<file path="config.mk">
export PLATFORM = sky130hd
export DESIGN_NAME = ip_tile_scheduler_flat
export DESIGN_NICKNAME = d
export VERILOG_FILES = /design/src/rtl/ip_tile_scheduler_pkg.sv /design/src/rtl/ip_tile_scheduler_if.sv /design/src/rtl/ip_tile_scheduler_clip.sv /design/src/rtl/ip_tile_scheduler.sv /design/src/flat_wrapper.sv
export SDC_FILE = /design/constraint.sdc
export NUM_CORES = 1
export LEC_CHECK = 0
export ABC_AREA = 1
export BUFFER_PORTS_ARGS = -buffer_cell sky130_fd_sc_hd__buf_4
export CORE_MARGIN = 2
export CORE_UTILIZATION = 63
export DETAILED_ROUTE_END_ITERATION = 10
export PLACE_DENSITY_LB_ADDON = 0.3
export SLEW_MARGIN = 10
export SYNTH_ARGS = -nofsm -noshare
export SYNTH_HDL_FRONTEND = slang
export SYNTH_SLANG_ARGS = --single-unit
</file>
<file path="constraint.sdc">
create_clock -name clk -period 6.4 [get_ports clk]
set_clock_uncertainty 0.2 [all_clocks]
set_input_delay 0.96 -clock clk [delete_from_list [all_inputs] [get_ports clk]]
set_output_delay 0.96 -clock clk [all_outputs]
set_load 0.05 [all_outputs]
</file>
<file path="src/rtl/ip_tile_scheduler_pkg.sv">
// ip_tile_sched_pkg: shared state encoding and width constants for the tile scheduler
// Default bus MSB index, dimension width, and the one-bit-wider arithmetic width used for overflow-safe sums.
package ip_tile_sched_pkg;
  localparam int DEF_DATA_WIDTH = 15;
  localparam int DIM_W = DEF_DATA_WIDTH + 1;
  localparam int EXT_W = DEF_DATA_WIDTH + 2;
  typedef enum logic [2:0] {IDLE, SETUP, CLEAR, RUN, ADVANCE, FIN} state_t;
endpackage

</file>
<file path="src/rtl/ip_tile_scheduler_if.sv">
// ip_tile_scheduler_if: scheduler <-> address generator link
// master (scheduler): drives gen_rst, gen_enable, tile_ho/wo/th/tw, gen_C, tile_idx; receives stall, gen_done.
// slave (generator side): the mirror image.
interface ip_tile_scheduler_if import ip_tile_sched_pkg::*; #(parameter int DATA_WIDTH = DEF_DATA_WIDTH);
  logic stall, gen_done, gen_rst, gen_enable;
  logic [DATA_WIDTH:0] tile_ho, tile_wo, tile_th, tile_tw, gen_C, tile_idx;
  modport master(input stall, gen_done, output gen_rst, gen_enable, tile_ho, tile_wo, tile_th, tile_tw, gen_C, tile_idx);
  modport slave(output stall, gen_done, input gen_rst, gen_enable, tile_ho, tile_wo, tile_th, tile_tw, gen_C, tile_idx);
endinterface

</file>
<file path="src/rtl/ip_tile_scheduler_clip.sv">
// ip_tile_clip: clipped tile extent min(t, d - o), computed one bit wider than the result
// Ports: t tile size, d map dimension, o tile origin (all W bits); m clipped extent (W-1 bits).
module ip_tile_clip #(parameter int W = 17) (
  input  logic [W-1:0] t,
  input  logic [W-1:0] d,
  input  logic [W-1:0] o,
  output logic [W-2:0] m
);
  logic [W-1:0] r;
  assign r = d - o;
  assign m = (t < r) ? t[W-2:0] : r[W-2:0];
endmodule

</file>
<file path="src/rtl/ip_tile_scheduler.sv">
// ip_tile_scheduler: walks an HxWxC map in Th x Tw tiles, sequencing the input-activation address generator
// Ports: clk, rst_n (async active-low); start, H, W, C, Th, Tw traversal request; gen (master modport) generator link;
// busy high during a traversal; done one-cycle completion pulse.
// Optional IP_TILE_SCHED_PERF_EN adds stall_cycles, a saturating count of stalled RUN cycles.
module ip_tile_scheduler import ip_tile_sched_pkg::*; #(parameter int DATA_WIDTH = DEF_DATA_WIDTH) (
  input  logic                clk,
  input  logic                rst_n,
  input  logic                start,
  input  logic [DATA_WIDTH:0] H,
  input  logic [DATA_WIDTH:0] W,
  input  logic [DATA_WIDTH:0] C,
  input  logic [DATA_WIDTH:0] Th,
  input  logic [DATA_WIDTH:0] Tw,
  ip_tile_scheduler_if.master gen,
  output logic                busy,
  output logic                done
`ifdef IP_TILE_SCHED_PERF_EN
  ,
  output logic [31:0]         stall_cycles
`endif
);
  localparam int EW = DATA_WIDTH + 2;
  state_t state;
  logic [DATA_WIDTH:0] h_q, w_q, th_q, tw_q, clip_h, clip_w;
  logic [EW-1:0] next_wo, next_ho;
  logic run, zero;
  assign zero = ~|H | ~|W | ~|C | ~|Th | ~|Tw;
  assign next_wo = {1'b0, gen.tile_wo} + {1'b0, tw_q};
  assign next_ho = {1'b0, gen.tile_ho} + {1'b0, th_q};
  assign gen.gen_enable = run & ~gen.stall;
  ip_tile_clip #(.W(EW)) u_clip_h (.t({1'b0, th_q}), .d({1'b0, h_q}), .o({1'b0, gen.tile_ho}), .m(clip_h));
  ip_tile_clip #(.W(EW)) u_clip_w (.t({1'b0, tw_q}), .d({1'b0, w_q}), .o({1'b0, gen.tile_wo}), .m(clip_w));
  always_ff @(posedge clk or negedge rst_n) begin
    if (!rst_n) begin
      state <= IDLE;
      gen.gen_rst <= 1'b1;
      run <= 1'b0;
      busy <= 1'b0;
      done <= 1'b0;
      h_q <= '0;
      w_q <= '0;
      th_q <= '0;
      tw_q <= '0;
      gen.gen_C <= '0;
      gen.tile_ho <= '0;
      gen.tile_wo <= '0;
      gen.tile_th <= '0;
      gen.tile_tw <= '0;
      gen.tile_idx <= '0;
    end else begin
      case (state)
        IDLE: if (start) begin
          h_q <= H;
          w_q <= W;
          th_q <= Th;
          tw_q <= Tw;
          gen.gen_C <= C;
          gen.tile_ho <= '0;
          gen.tile_wo <= '0;
          gen.tile_idx <= '0;
          busy <= ~zero;
          done <= zero;
          state <= zero ? FIN : SETUP;
        end
        SETUP: begin
          gen.tile_th <= clip_h;
          gen.tile_tw <= clip_w;
          state <= CLEAR;
        end
        CLEAR: begin
          gen.gen_rst <= 1'b0;
          run <= 1'b1;
          state <= RUN;
        end
        RUN: if (gen.gen_done) begin
          gen.gen_rst <= 1'b1;
          run <= 1'b0;
          state <= ADVANCE;
        end
        ADVANCE: begin
          gen.tile_idx <= gen.tile_idx + 1'b1;
          if (next_wo < {1'b0, w_q}) begin
            gen.tile_wo <= next_wo[DATA_WIDTH:0];
            state <= SETUP;
          end else begin
            gen.tile_wo <= '0;
            if (next_ho < {1'b0, h_q}) begin
              gen.tile_ho <= next_ho[DATA_WIDTH:0];
              state <= SETUP;
            end else begin
              busy <= 1'b0;
              done <= 1'b1;
              state <= FIN;
            end
          end
        end
        FIN: begin
          done <= 1'b0;
          state <= IDLE;
        end
        default: state <= IDLE;
      endcase
    end
  end
`ifdef IP_TILE_SCHED_PERF_EN
  always_ff @(posedge clk or negedge rst_n) begin
    if (!rst_n) stall_cycles <= '0;
    else if (state == IDLE && start) stall_cycles <= '0;
    else if (state == RUN && gen.stall && ~&stall_cycles) stall_cycles <= stall_cycles + 1'b1;
  end
`endif
endmodule

</file>
<file path="src/flat_wrapper.sv">
// flat-port wrapper written by rule: the top's interface ports become plain ports
module ip_tile_scheduler_flat import ip_tile_sched_pkg::*;
#(parameter int DATA_WIDTH = DEF_DATA_WIDTH)
  (clk, rst_n, start, H, W, C, Th, Tw, busy, done, gen_stall, gen_gen_done, gen_gen_rst, gen_gen_enable, gen_tile_ho, gen_tile_wo, gen_tile_th, gen_tile_tw, gen_gen_C, gen_tile_idx);
  ip_tile_scheduler_if #(.DATA_WIDTH(DATA_WIDTH)) gen_i ();
  input  logic clk;
  input  logic rst_n;
  input  logic start;
  input  logic [DATA_WIDTH:0] H;
  input  logic [DATA_WIDTH:0] W;
  input  logic [DATA_WIDTH:0] C;
  input  logic [DATA_WIDTH:0] Th;
  input  logic [DATA_WIDTH:0] Tw;
  output logic busy;
  output logic done;
  input wire logic [$bits(gen_i.stall)-1:0] gen_stall;
  input wire logic [$bits(gen_i.gen_done)-1:0] gen_gen_done;
  output wire logic [$bits(gen_i.gen_rst)-1:0] gen_gen_rst;
  output wire logic [$bits(gen_i.gen_enable)-1:0] gen_gen_enable;
  output wire logic [$bits(gen_i.tile_ho)-1:0] gen_tile_ho;
  output wire logic [$bits(gen_i.tile_wo)-1:0] gen_tile_wo;
  output wire logic [$bits(gen_i.tile_th)-1:0] gen_tile_th;
  output wire logic [$bits(gen_i.tile_tw)-1:0] gen_tile_tw;
  output wire logic [$bits(gen_i.gen_C)-1:0] gen_gen_C;
  output wire logic [$bits(gen_i.tile_idx)-1:0] gen_tile_idx;
  assign gen_i.stall = gen_stall;
  assign gen_i.gen_done = gen_gen_done;
  assign gen_gen_rst = gen_i.gen_rst;
  assign gen_gen_enable = gen_i.gen_enable;
  assign gen_tile_ho = gen_i.tile_ho;
  assign gen_tile_wo = gen_i.tile_wo;
  assign gen_tile_th = gen_i.tile_th;
  assign gen_tile_tw = gen_i.tile_tw;
  assign gen_gen_C = gen_i.gen_C;
  assign gen_tile_idx = gen_i.tile_idx;
  ip_tile_scheduler #(.DATA_WIDTH(DATA_WIDTH)) u_core (.clk(clk), .rst_n(rst_n), .start(start), .H(H), .W(W), .C(C), .Th(Th), .Tw(Tw), .gen(gen_i), .busy(busy), .done(done));
endmodule
</file>
==> flow_metrics.env <==
export IMPL_status="finished clean"
export IMPL_synth_area_top_cells="dfrtp_1 35%, nand2_1 14%, ha_1 13%"
export IMPL_critPathMostFrequentCell="nand2_1"
export IMPL_synth_top_cell_area_share_pct=34.6
export IMPL_crit_required_ns=6.55
export IMPL_cp_arrival_ns=4.54
export IMPL_cts_made_buffers=17
export IMPL_antenna_cells=0
export IMPL_tns_ns=0
export IMPL_via_per_inst=5.84
export IMPL_syn_to_final_growth_pct=17.6
export IMPL_synth_adder_area_share_pct=13.7
export IMPL_routed_wl_um=34700
export IMPL_final_util_pct=75.4
export IMPL_antenna_found_initial=0
export IMPL_core_area_sq_mm=0.0187
export IMPL_nFillCells=1424
export IMPL_clk_latency_ns=0.44
export IMPL_ys_types=53
export IMPL_synth_top_family_by_area="simple AND/OR/NAND/NOR gates"
export IMPL_cts_htree_levels=4
export IMPL_ant_nets=0
export IMPL_synth_ff_type="dfrtp_1"
export IMPL_grt_pass1_wl_um=56400
export IMPL_finalHoldViolCount=0
export IMPL_synthSimpleGateAreaFrac_pct=28.1
export IMPL_synthArstFlopShare_pct=100
export IMPL_fin_crit_sh_pct=68.6
export IMPL_maxSlewHeadroom_pct=24.9
export IMPL_min_period_ns=4.39
export IMPL_start_util_pct=64.1
export IMPL_setup_violations=0
export IMPL_synthCells=1599
export IMPL_synth_edf_count=0
export IMPL_vias=11800
export IMPL_synth_nets=1813
export IMPL_grt_use_total_pct=35.4
export IMPL_dr_pass1_iters=8
export IMPL_fmax_mhz=228
export IMPL_holdWs_ns=0.237
export IMPL_crit_chain="ha_1 -> inv_1 -> fa_1 -> inv_1 -> nand3_1 -> nand2_1 -> nand2_1 -> nand2_1 -> a21oi_1 -> o21ai_0 -> a21oi_1 -> xor2_1 -> inv_1 -> ha_1 -> a21oi_1 -> o2111ai_1 -> nor2_2 -> nand4_4 -> inv_2 -> nand2_1 -> o21ai_1"
export IMPL_ctsHoldBuffers=0
export IMPL_rsz0062_at_grt="no"
export IMPL_dp_cells=1981
export IMPL_gp_congestion=0.973
export IMPL_drt_wirelength_per_cell_um=17.2
export IMPL_r2r_end="u_core.gen.tile_wo[10]$_DFFE_PN0P_"
export IMPL_synth_largest_area_cell="dfrtp_1"
export IMPL_cts_root_buf="clkbuf_16"
export IMPL_worst_slew_pin_slew_ns=1.13
export IMPL_synth_area_per_cell_sq_um=7.50
export IMPL_synth_seq_cells=167
export IMPL_rows=50
export IMPL_cts_tree="done"
export IMPL_synthesis_area_sq_mm=0.0120
export IMPL_die_h_um=142
export IMPL_clk_pin_slew_ns=0.07
export IMPL_hold_path_class="in2async"
export IMPL_post_cts_repair_setup_buffers=0
export IMPL_drc_errors=0
export IMPL_grt_overflow_total=0
export IMPL_io_pins=185
export IMPL_synth_compound_area_share_pct=11.0
export IMPL_port_buffers=184
export IMPL_drt_first_iter_violations=1135
export IMPL_ys_warn_count=0
export IMPL_crit_path_max_fanout=25
export IMPL_clock_sinks=167
export IMPL_die_w_um=142
export IMPL_startpoint_type="flop"
export IMPL_nets=1980
export IMPL_clk_path_buf_depth=2
export IMPL_cts_resized=0
export IMPL_synthXorXnorAreaFrac_pct=3.50
export IMPL_path_class="reg2reg"
export IMPL_r2r_slack_ns=2.01
export IMPL_crit_path_end_kind="flop"
export IMPL_drive_gt1_share_pct=14.8
export IMPL_ff2ff_path_depth=21
export IMPL_synth_area_mux_share_pct=0.261
export IMPL_grt_max_degree=99
export IMPL_slowest_delay_ns=0.41
export IMPL_die_area_sq_mm=0.0202
export IMPL_synth_seq_area_share_pct=34.8
export IMPL_reg2reg_from="u_core.gen.tile_wo[0]$_DFFE_PN0P_"
export IMPL_grt_pass1_vias=11300
export IMPL_max_cap_violations=0
export IMPL_fin_cells=2013
export IMPL_dp_hpwl_um=26300
export IMPL_slowest_stage="fa_1"
export IMPL_drv_slew=0
worst max-delay path: cells and delay by family, from the launching register on:
family	cells	cell delay, ns
fa+ha+maj	3	0.90
compound gates	6	0.88
xor+xnor	1	0.23
buf+inv	4	0.59
simple gates	7	1.09
flops	1	0.40
worst max path at each step:
stage | startpoint | to | slack [ns] | depth (start not counted)
2_1_floorplan | u_core.gen.tile_wo[0]$_DFFE_PN0P_ | u_core.gen.tile_ho[1]$_DFFE_PN0P_ | 2.53 | 21
3_3_place_gp | u_core.gen.tile_wo[0]$_DFFE_PN0P_ | u_core.gen.tile_wo[13]$_DFFE_PN0P_ | 2.37 | 22
3_5_place_dp | u_core.gen.tile_wo[0]$_DFFE_PN0P_ | u_core.gen.tile_wo[15]$_DFFE_PN0P_ | 2.20 | 22
4_1_cts | u_core.gen.tile_wo[0]$_DFFE_PN0P_ | u_core.gen.tile_wo[10]$_DFFE_PN0P_ | 2.13 | 21
5_1_grt | u_core.gen.tile_wo[0]$_DFFE_PN0P_ | u_core.gen.tile_wo[8]$_DFFE_PN0P_ | 1.64 | 22
6_report | u_core.gen.tile_wo[0]$_DFFE_PN0P_ | u_core.gen.tile_wo[10]$_DFFE_PN0P_ | 2.01 | 21
per-layer routing:
metal	vias to the layer above	routed length [um]	track usage (%)	part of all wire, %
li1	5617	-	-	-
met4	0	1200	12.6	3.5
met5	-	0	0	0
met1	5412	14400	48.1	42
met2	628	15300	55.4	44
met3	98	3720	8.78	11
cell families (layout without fill, tap and decap cells):
logic type	after synthesis	count (layout)
simple gates	753	753
flops	167	167
xor+xnor	48	48
compound gates	239	239
buf+inv	260	440
fa+ha+maj	129	129
mux	3	3
layout make-up:
type	instances	area, sq um	area share, %
repair buffers	188	1420	10.0
well taps	234	293	2.07
flip-flops and latches	167	4180	29.6
inverters	220	826	5.85
clock buffers	20	467	3.31
clock inverters	12	138	0.975
multi-input cells	1172	6790	48.1
per-stage QoR:
| step | cell area, sq um | setup slack (ns) |
|---|---|---|
| floorplan | 12000 | 2.53 |
| global placement | 13500 | 2.37 |
| detailed placement | 13500 | 2.20 |
| CTS | 14100 | 2.13 |
| global route | 14100 | 1.64 |
| finish | 14100 | 2.01 |
flip-flops by register name, indices dropped and copies added (netlist names):
register / count
u_core.w_q: 16
u_core.gen.tile_idx: 16
u_core.gen.gen_C: 16
u_core.gen.gen_rst: 1
u_core.h_q: 16
u_core.gen.tile_tw: 16
u_core.run: 1
u_core.busy: 1
u_core.gen.tile_ho: 16
u_core.gen.tile_th: 16
u_core.th_q: 16
u_core.gen.tile_wo: 16
u_core.done: 1
u_core.state: 3
u_core.tw_q: 16
cells in the mapped netlist, drive strengths merged, types with 6 or more instances:
library cell,n
o21ai,116
nor2,78
buf,22
dfrtp,166
xor2,22
a211oi,7
nand3,120
inv,219
a21oi,79
clkbuf,18
xnor2,26
nand4,41
nor3,17
ha,125
a31oi,6
nand2,462
nor4,23
nand3b,6
cell usage in the layout, fill, tap and decap left out, types with 3 or more instances in the layout:
master	count
a211oi_1	7
a21o_1	5
a21oi_1	77
a31o_2	4
a31oi_1	6
buf_4	187
clkbuf_16	17
clkbuf_8	3
clkinv_4	3
dfrtp_1	166
fa_1	4
ha_1	125
inv_1	217
inv_8	4
nand2_1	456
nand2_2	5
nand3_1	110
nand3_2	5
nand3_4	5
nand3b_1	6
nand4_1	40
nor2_1	70
nor2_2	4
nor2_4	4
nor3_1	14
nor3_2	3
nor4_1	22
o21a_1	3
o21ai_0	104
o21ai_1	11
o21bai_1	5
o22ai_1	4
or2_2	3
xnor2_1	26
xor2_1	22
Power is left out: the tool's default activity adds up to more than one toggle a clock period on the data nets, which glitch-free logic cannot reach.
